## config.mk

```make
export PLATFORM = sky130hd
export DESIGN_NAME = flash_mp_arb
export DESIGN_NICKNAME = d
export VERILOG_FILES = /design/src/rtl/top_pkg.sv /design/src/rtl/flash_mp_lookup.sv /design/src/rtl/flash_mp_arb.sv
export SDC_FILE = /design/constraint.sdc
export NUM_CORES = 1
export LEC_CHECK = 0
export BUFFER_PORTS_ARGS = -buffer_cell sky130_fd_sc_hd__buf_2
export CAP_MARGIN = 30
export CORE_ASPECT_RATIO = 1.2
export CORE_MARGIN = 4
export CORE_UTILIZATION = 39
export CTS_CLUSTER_DIAMETER = 150
export DETAILED_ROUTE_END_ITERATION = 6
export GPL_TIMING_DRIVEN = 0
export PLACE_DENSITY = 0.75
export SYNTH_ARGS = -nofsm -noshare
export SYNTH_HDL_FRONTEND = slang
export SYNTH_SLANG_ARGS = --single-unit
```

## constraint.sdc

```tcl
create_clock -name clk_i -period 4.2 [get_ports clk_i]
set_clock_uncertainty 0.1 [all_clocks]
set_input_delay 0 -clock clk_i [delete_from_list [all_inputs] [get_ports clk_i]]
set_output_delay 0 -clock clk_i [all_outputs]
set_load 0.05 [all_outputs]
```

## src/rtl/top_pkg.sv

```systemverilog
// Shared flash-subsystem types: page width, region count and memory-protection
// region descriptors used by the flash arbiter.
package top_pkg;

    localparam int MpRegions  = 8;
    localparam int FlashPageW = 9;

    // Size is one bit wider than the page so a region can span the whole array.
    typedef struct packed {
        logic [FlashPageW-1:0] base;
        logic [FlashPageW:0]   size;
    } mp_region_cfg_t;

    typedef struct packed {
        logic en;
        logic rd;
        logic prog;
        logic erase;
    } mp_region_attr_t;

    typedef enum logic [1:0] {
        READ  = 2'd0,
        PROG  = 2'd1,
        ERASE = 2'd2,
        RSVD  = 2'd3
    } flash_op_e;

endpackage

```

## src/rtl/flash_mp_lookup.sv

```systemverilog
// Combinational memory-protection lookup: lowest-index matching region supplies
// the attributes, otherwise the default entry at index MpRegions applies.
module flash_mp_lookup
    import top_pkg::*;
#(
    parameter int MpRegions = top_pkg::MpRegions
) (
    input  mp_region_cfg_t  [MpRegions:0] cfg,
    input  mp_region_attr_t [MpRegions:0] attr,
    input  logic [1:0]                    op,
    input  logic [FlashPageW-1:0]         addr,
    output logic                          allowed
);

    logic [MpRegions-1:0] hit;
    mp_region_attr_t      sel;
    logic                 unused_dflt;

    // End of region is computed two bits wider than the page so it never wraps.
    always_comb begin
        hit = '0;
        for (int i = 0; i < MpRegions; i++) begin
            hit[i] = attr[i].en && (cfg[i].size != '0)
                  && ({2'b00, addr} >= {2'b00, cfg[i].base})
                  && ({2'b00, addr} < ({2'b00, cfg[i].base} + {1'b0, cfg[i].size}));
        end
    end

    always_comb begin
        sel = attr[MpRegions];
        for (int i = MpRegions - 1; i >= 0; i--) begin
            if (hit[i]) sel = attr[i];
        end
    end

    always_comb begin
        allowed = 1'b0;
        case (flash_op_e'(op))
            READ:    allowed = sel.rd;
            PROG:    allowed = sel.prog;
            ERASE:   allowed = sel.erase;
            default: allowed = 1'b0;
        endcase
    end

    // The default entry has no meaningful base/size and is always enabled.
    assign unused_dflt = ^{cfg[MpRegions], attr[MpRegions].en};

endmodule

```

## src/rtl/flash_mp_arb.sv

```systemverilog
// Round-robin arbiter for the HW/SW flash requesters with memory-protection check.
// Optional ISSUE watchdog enabled by defining FLASH_MP_ARB_TIMEOUT_EN.
module flash_mp_arb
    import top_pkg::*;
#(
    parameter int MpRegions     = top_pkg::MpRegions,
    parameter int TimeoutCycles = 1024
) (
    input  logic                            clk_i,
    input  logic                            rst_ni,
    input  logic [1:0]                      req_i,
    input  logic [1:0][1:0]                 op_i,
    input  logic [1:0][FlashPageW-1:0]      addr_i,
    output logic [1:0]                      gnt_o,
    output logic [1:0]                      done_o,
    output logic                            err_o,
    output logic                            timeout_o,
    input  mp_region_cfg_t  [MpRegions:0]   region_cfg_i,
    input  mp_region_attr_t [MpRegions:0]   region_attr_i,
    output logic                            flash_req_o,
    output logic [1:0]                      flash_op_o,
    output logic [FlashPageW-1:0]           flash_addr_o,
    input  logic                            flash_ack_i
);

    typedef enum logic [1:0] {IDLE, CHECK, ISSUE, ERROR} state_e;

    state_e state, state_nxt;
    logic   rr_ptr, win, win_q;
    logic   allowed, expired;

    // Sole requester wins outright; on contention the preferred one does.
    assign win = (&req_i) ? rr_ptr : req_i[1];

    flash_mp_lookup #(.MpRegions(MpRegions)) u_lookup (
        .cfg     (region_cfg_i),
        .attr    (region_attr_i),
        .op      (flash_op_o),
        .addr    (flash_addr_o),
        .allowed (allowed)
    );

`ifdef FLASH_MP_ARB_TIMEOUT_EN
    localparam int CntW = $clog2(TimeoutCycles + 1);
    logic [CntW-1:0] cnt;

    always_ff @(posedge clk_i or negedge rst_ni) begin
        if (!rst_ni)                                          cnt <= '0;
        else if (state == CHECK)                              cnt <= '0;
        else if (state == ISSUE && !flash_ack_i && !expired)  cnt <= cnt + 1'b1;
    end

    assign expired = (cnt == CntW'(TimeoutCycles));
`else
    logic unused_timeout;
    assign expired        = 1'b0;
    assign unused_timeout = ^TimeoutCycles;
`endif

    always_ff @(posedge clk_i or negedge rst_ni) begin
        if (!rst_ni) begin
            state        <= IDLE;
            rr_ptr       <= 1'b0;
            win_q        <= 1'b0;
            flash_op_o   <= '0;
            flash_addr_o <= '0;
        end else begin
            state <= state_nxt;
            if (state == IDLE && |req_i) begin
                win_q        <= win;
                rr_ptr       <= ~win;
                flash_op_o   <= op_i[win];
                flash_addr_o <= addr_i[win];
            end
        end
    end

    // The CHECK->ISSUE/ERROR transition is the registered lookup result.
    always_comb begin
        state_nxt   = state;
        gnt_o       = '0;
        done_o      = '0;
        err_o       = 1'b0;
        timeout_o   = 1'b0;
        flash_req_o = 1'b0;
        case (state)
            IDLE: begin
                if (|req_i) begin
                    gnt_o[win] = rst_ni;
                    state_nxt  = CHECK;
                end
            end
            CHECK: state_nxt = allowed ? ISSUE : ERROR;
            ISSUE: begin
                flash_req_o = ~expired;
                if (flash_ack_i) begin
                    done_o[win_q] = 1'b1;
                    state_nxt     = IDLE;
                end else if (expired) begin
                    done_o[win_q] = 1'b1;
                    err_o         = 1'b1;
                    timeout_o     = 1'b1;
                    state_nxt     = IDLE;
                end
            end
            ERROR: begin
                done_o[win_q] = 1'b1;
                err_o         = 1'b1;
                state_nxt     = IDLE;
            end
            default: state_nxt = IDLE;
        endcase
    end

endmodule

```

==> results.yml <==
synthesis:
  seq_area_frac_synth_pct: 5.107
  syn_inst: 938
  synthFlopType: "dfrtp_1"
  synth-seq-cells: 15
  syn_area_um2: 7350
  synth.net_count: 1388
  synth_edf_count: 0
  yosys_warnings: 0
  syn_area_per_cell_um2: 7.835
  ys_types: 74
  synth-async-reset-ratio_pct: 100.0
global_routing:
  track_usage_pct: 21.46
  grt_pass1_vias: 8010
  grt_start_max_net_pins: 19
  grt_first_pass_wirelength_um: 37520
  antenna_found_initial: 0
  grt_overflow: 0
sta:
  tightest_slew_ns: 0.7739
  slew_violations: 0
  rsz0062_at_grt: "no"
  hold_viol: 0
  fmax_mhz: 250.2
  finalCriticalPeriod_ns: 3.997
  setup_viol: 0
  relSlewSlack_pct: 47.07
  finalCritPeriodShare_pct: 95.16
  hold_slack_ns: 0.01748
pwr:
  ir_drop_mv: 0.5306
  leakagePower_nw: 4.999
  powerDensity_nw_per_um2: 425.7
routing:
  vias: 8022
  final_antenna_net_count: 0
  viasPerCell: 5.506
  wl_per_cell_um: 16.50
  wl_um: 24040
  drcViolationCount: 0
  drt_iter0_markers: 390
  drt-pass1-iter-count: 7
hold_path:
  min_from: "flash_ack_i"
  whs_endpoint: "state[1]$_DFFE_PN0P_"
  whs_path_depth: 3
  hold_class: "input pin to register"
floorplanning:
  coreArea_um2: 18380
  fp.dieArea_um2: 21110
  fp.dieH_um: 158.4
  die_w_um: 133.3
  start_util_pct: 39.99
  rows: 54
  io_pins: 252
critical_path:
  cp-start-kind: "input pin"
  end_kind: "register"
  cp_data_required_time_ns: 4.19
  max_stage_delay_ns: 0.54
  cp_max_fo: 4
  r2r-end: "state[0]$_DFFE_PN0P_"
  reg2regPathDepth: 12
  worstReg2RegStart: "flash_addr_o[0]$_DFFE_PN0P_"
  path_class: "input pin to register"
  critPathLaunch: "region_cfg_i[133]"
  r2r_slack_ns: 0.36
  cpMaxStageDelayCell: "a2111oi_1"
  crit_arrival_ns: 3.98
  cp_cell_sequence: "buf_2 > ha_1 > fa_1 > a211oi_1 > o21bai_1 > a21oi_1 > xnor2_1 > ha_1 > nand2_1 > o21ai_1 > a2111oi_1 > o21ba_2 > and3_1 > a21oi_1 > and4_1 > o311a_1 > o41ai_2 > a221oi_2"
placement:
  port_buffers: 230
  dp_cells: 1427
  place_congestion: 0.9001
  dpl.hpwl_um: 20040
final_layout:
  nNetsFinal: 1655
  drive_above_1_share_pct: 21.76
  instances_no_fill: 1457
  syn2layout_area_growth_pct: 26.57
clock_tree:
  insertion_delay_ns: 0.25
  cts-buffers-inserted: 3
  clock_sinks: 15
  cts_root_buf: "clkbuf_16"
  path_clk_slew_ns: 0.05
  cts_max_level: 1
  cts_tree: "yes"
  clockBufferDepth: 2
job:
  cap_violations: 0
run_status:
  run_status: "complete, no violations"
Yosys cell counts (all sizes together) (3+ instances only):
master | number | area (um^2)
o2111ai | 4 | 35.03
a211oi | 22 | 177.7
nor4 | 13 | 81.33
o21bai | 7 | 52.55
nor2 | 61 | 229.0
nand3 | 18 | 90.09
o31ai | 6 | 45.04
nand2b | 24 | 150.1
ha | 208 | 2603
a211o | 7 | 61.31
and2 | 4 | 25.02
o41ai | 6 | 67.56
nand2 | 46 | 172.7
nand4 | 6 | 37.54
a31oi | 12 | 75.07
clkbuf | 5 | 18.77
or4 | 9 | 71.32
dfrtp | 15 | 375.4
nor3 | 15 | 75.07
nand4b | 3 | 26.28
and3 | 11 | 68.82
a21oi | 70 | 350.3
or3 | 5 | 31.28
a21o | 31 | 234.0
nor4b | 3 | 47.54
xor2 | 29 | 254.0
a2111oi | 5 | 45.04
a222oi | 11 | 110.1
nor2b | 12 | 75.07
o21a | 17 | 127.6
o21ai | 65 | 325.3
mux2i | 3 | 30.03
nand3b | 3 | 22.52
fa | 8 | 160.2
inv | 107 | 401.6
xnor2 | 18 | 157.7
o211ai | 9 | 67.56
critical path: cells and delay by family:
family	cells	cell delay (ns)
compound gates	10	2.35
buf+inv	1	0.11
simple gates	3	0.46
fa+ha+maj	3	0.91
xor+xnor	1	0.15
power breakdown:
group          switching (mW)  internal, mW
combinational            1.86          1.45
clock                  0.0563         0.128
sequential              0.243         0.216
total                    2.16          1.80
layout make-up:
type	instances	area, um^2
Antenna cell	1	2.502
Buffer	5	22.52
Inverter	107	405.4
Tap cell	252	315.3
Multi-Input combinational cell	810	6560
Fill cell	1793	9075
Sequential cell	15	376.6
Timing Repair Buffer	263	1541
Clock buffer	4	78.83
sequential cells by signal, indices dropped and copies added, names as in the netlist:
name / cells
flash_addr_o: 9
flash_op_o: 2
state: 2
rr_ptr: 1
win_q: 1
layout by cell type, fill, tap and decap left out, drive strengths merged, types with 8 or more instances in the layout:
cell,Yosys,layout
nand2,46,46
a21o,31,31
ha,208,208
o211ai,9,9
xnor2,18,18
a21oi,70,70
dfrtp,15,15
nor4,13,13
fa,8,8
a211oi,22,22
o21a,17,17
nand3,18,18
or4,9,9
a31oi,12,12
a222oi,11,11
buf,1,241
nor3,15,15
nor2,61,61
and3,11,11
dlygate4sd3,0,23
clkbuf,5,8
nor2b,12,12
inv,107,106
xor2,29,29
nand2b,24,24
o21ai,65,65
logic make-up (layout without fill, tap and decap cells):
kind of cell / after synthesis / count (layout) / synth area share (%)
compound gates: 300 / 300 / 27.83
xor+xnor: 47 / 47 / 5.601
fa+ha+maj: 216 / 216 / 37.59
buf+inv: 113 / 379 / 5.822
flops: 15 / 15 / 5.107
mux: 5 / 5 / 0.7150
other cells: 1 / 2 / 0.05102
simple gates: 241 / 241 / 17.28
metrics by stage:
stage                     util (%)  TNS, ns  cell area [um^2]  total power, mW  setup slack, ns
after floorplan                  -        0              7350            2.528           0.5413
after global placement       47.97  -0.3839              8816            3.374          -0.3839
after detailed placement     48.68  -0.3610              8946            3.620          -0.3610
after CTS                    50.40        0              9263            3.930           0.1343
after global routing         50.61        0              9300            4.430         0.005215
final                        50.62        0              9303            3.960           0.2033
how the worst max path moves through the flow:
stage / to / cells after the start
after floorplan: state[0]$_DFFE_PN0P_ / 17
after global placement: state[0]$_DFFE_PN0P_ / 13
after detailed placement: state[0]$_DFFE_PN0P_ / 13
after CTS: state[0]$_DFFE_PN0P_ / 21
after global routing: state[0]$_DFFE_PN0P_ / 18
final: state[0]$_DFFE_PN0P_ / 18
per-layer routing:
layer / up-vias / GRT usage, % / wire length [um]
met5: - / 0 / 0
li1: 4071 / - / -
met3: 50 / 2.402 / 1402
met4: 0 / 6.124 / 624
met1: 3651 / 25.90 / 10120
met2: 250 / 40.27 / 11890
what timing repair did:
| item | 4_1_cts | 5_1_grt |
|---|---|---|
| setup endpoints to repair | 1 | 1 |
| setup buffers | 1 | 1 |
| pin swaps | 0 | 2 |
| gates resized for setup | 1 | 4 |
| hold buffers | 23 | 0 |
| hold endpoints to repair | 26 | 0 |
Note: power is estimated with default switching activity, not from simulation.
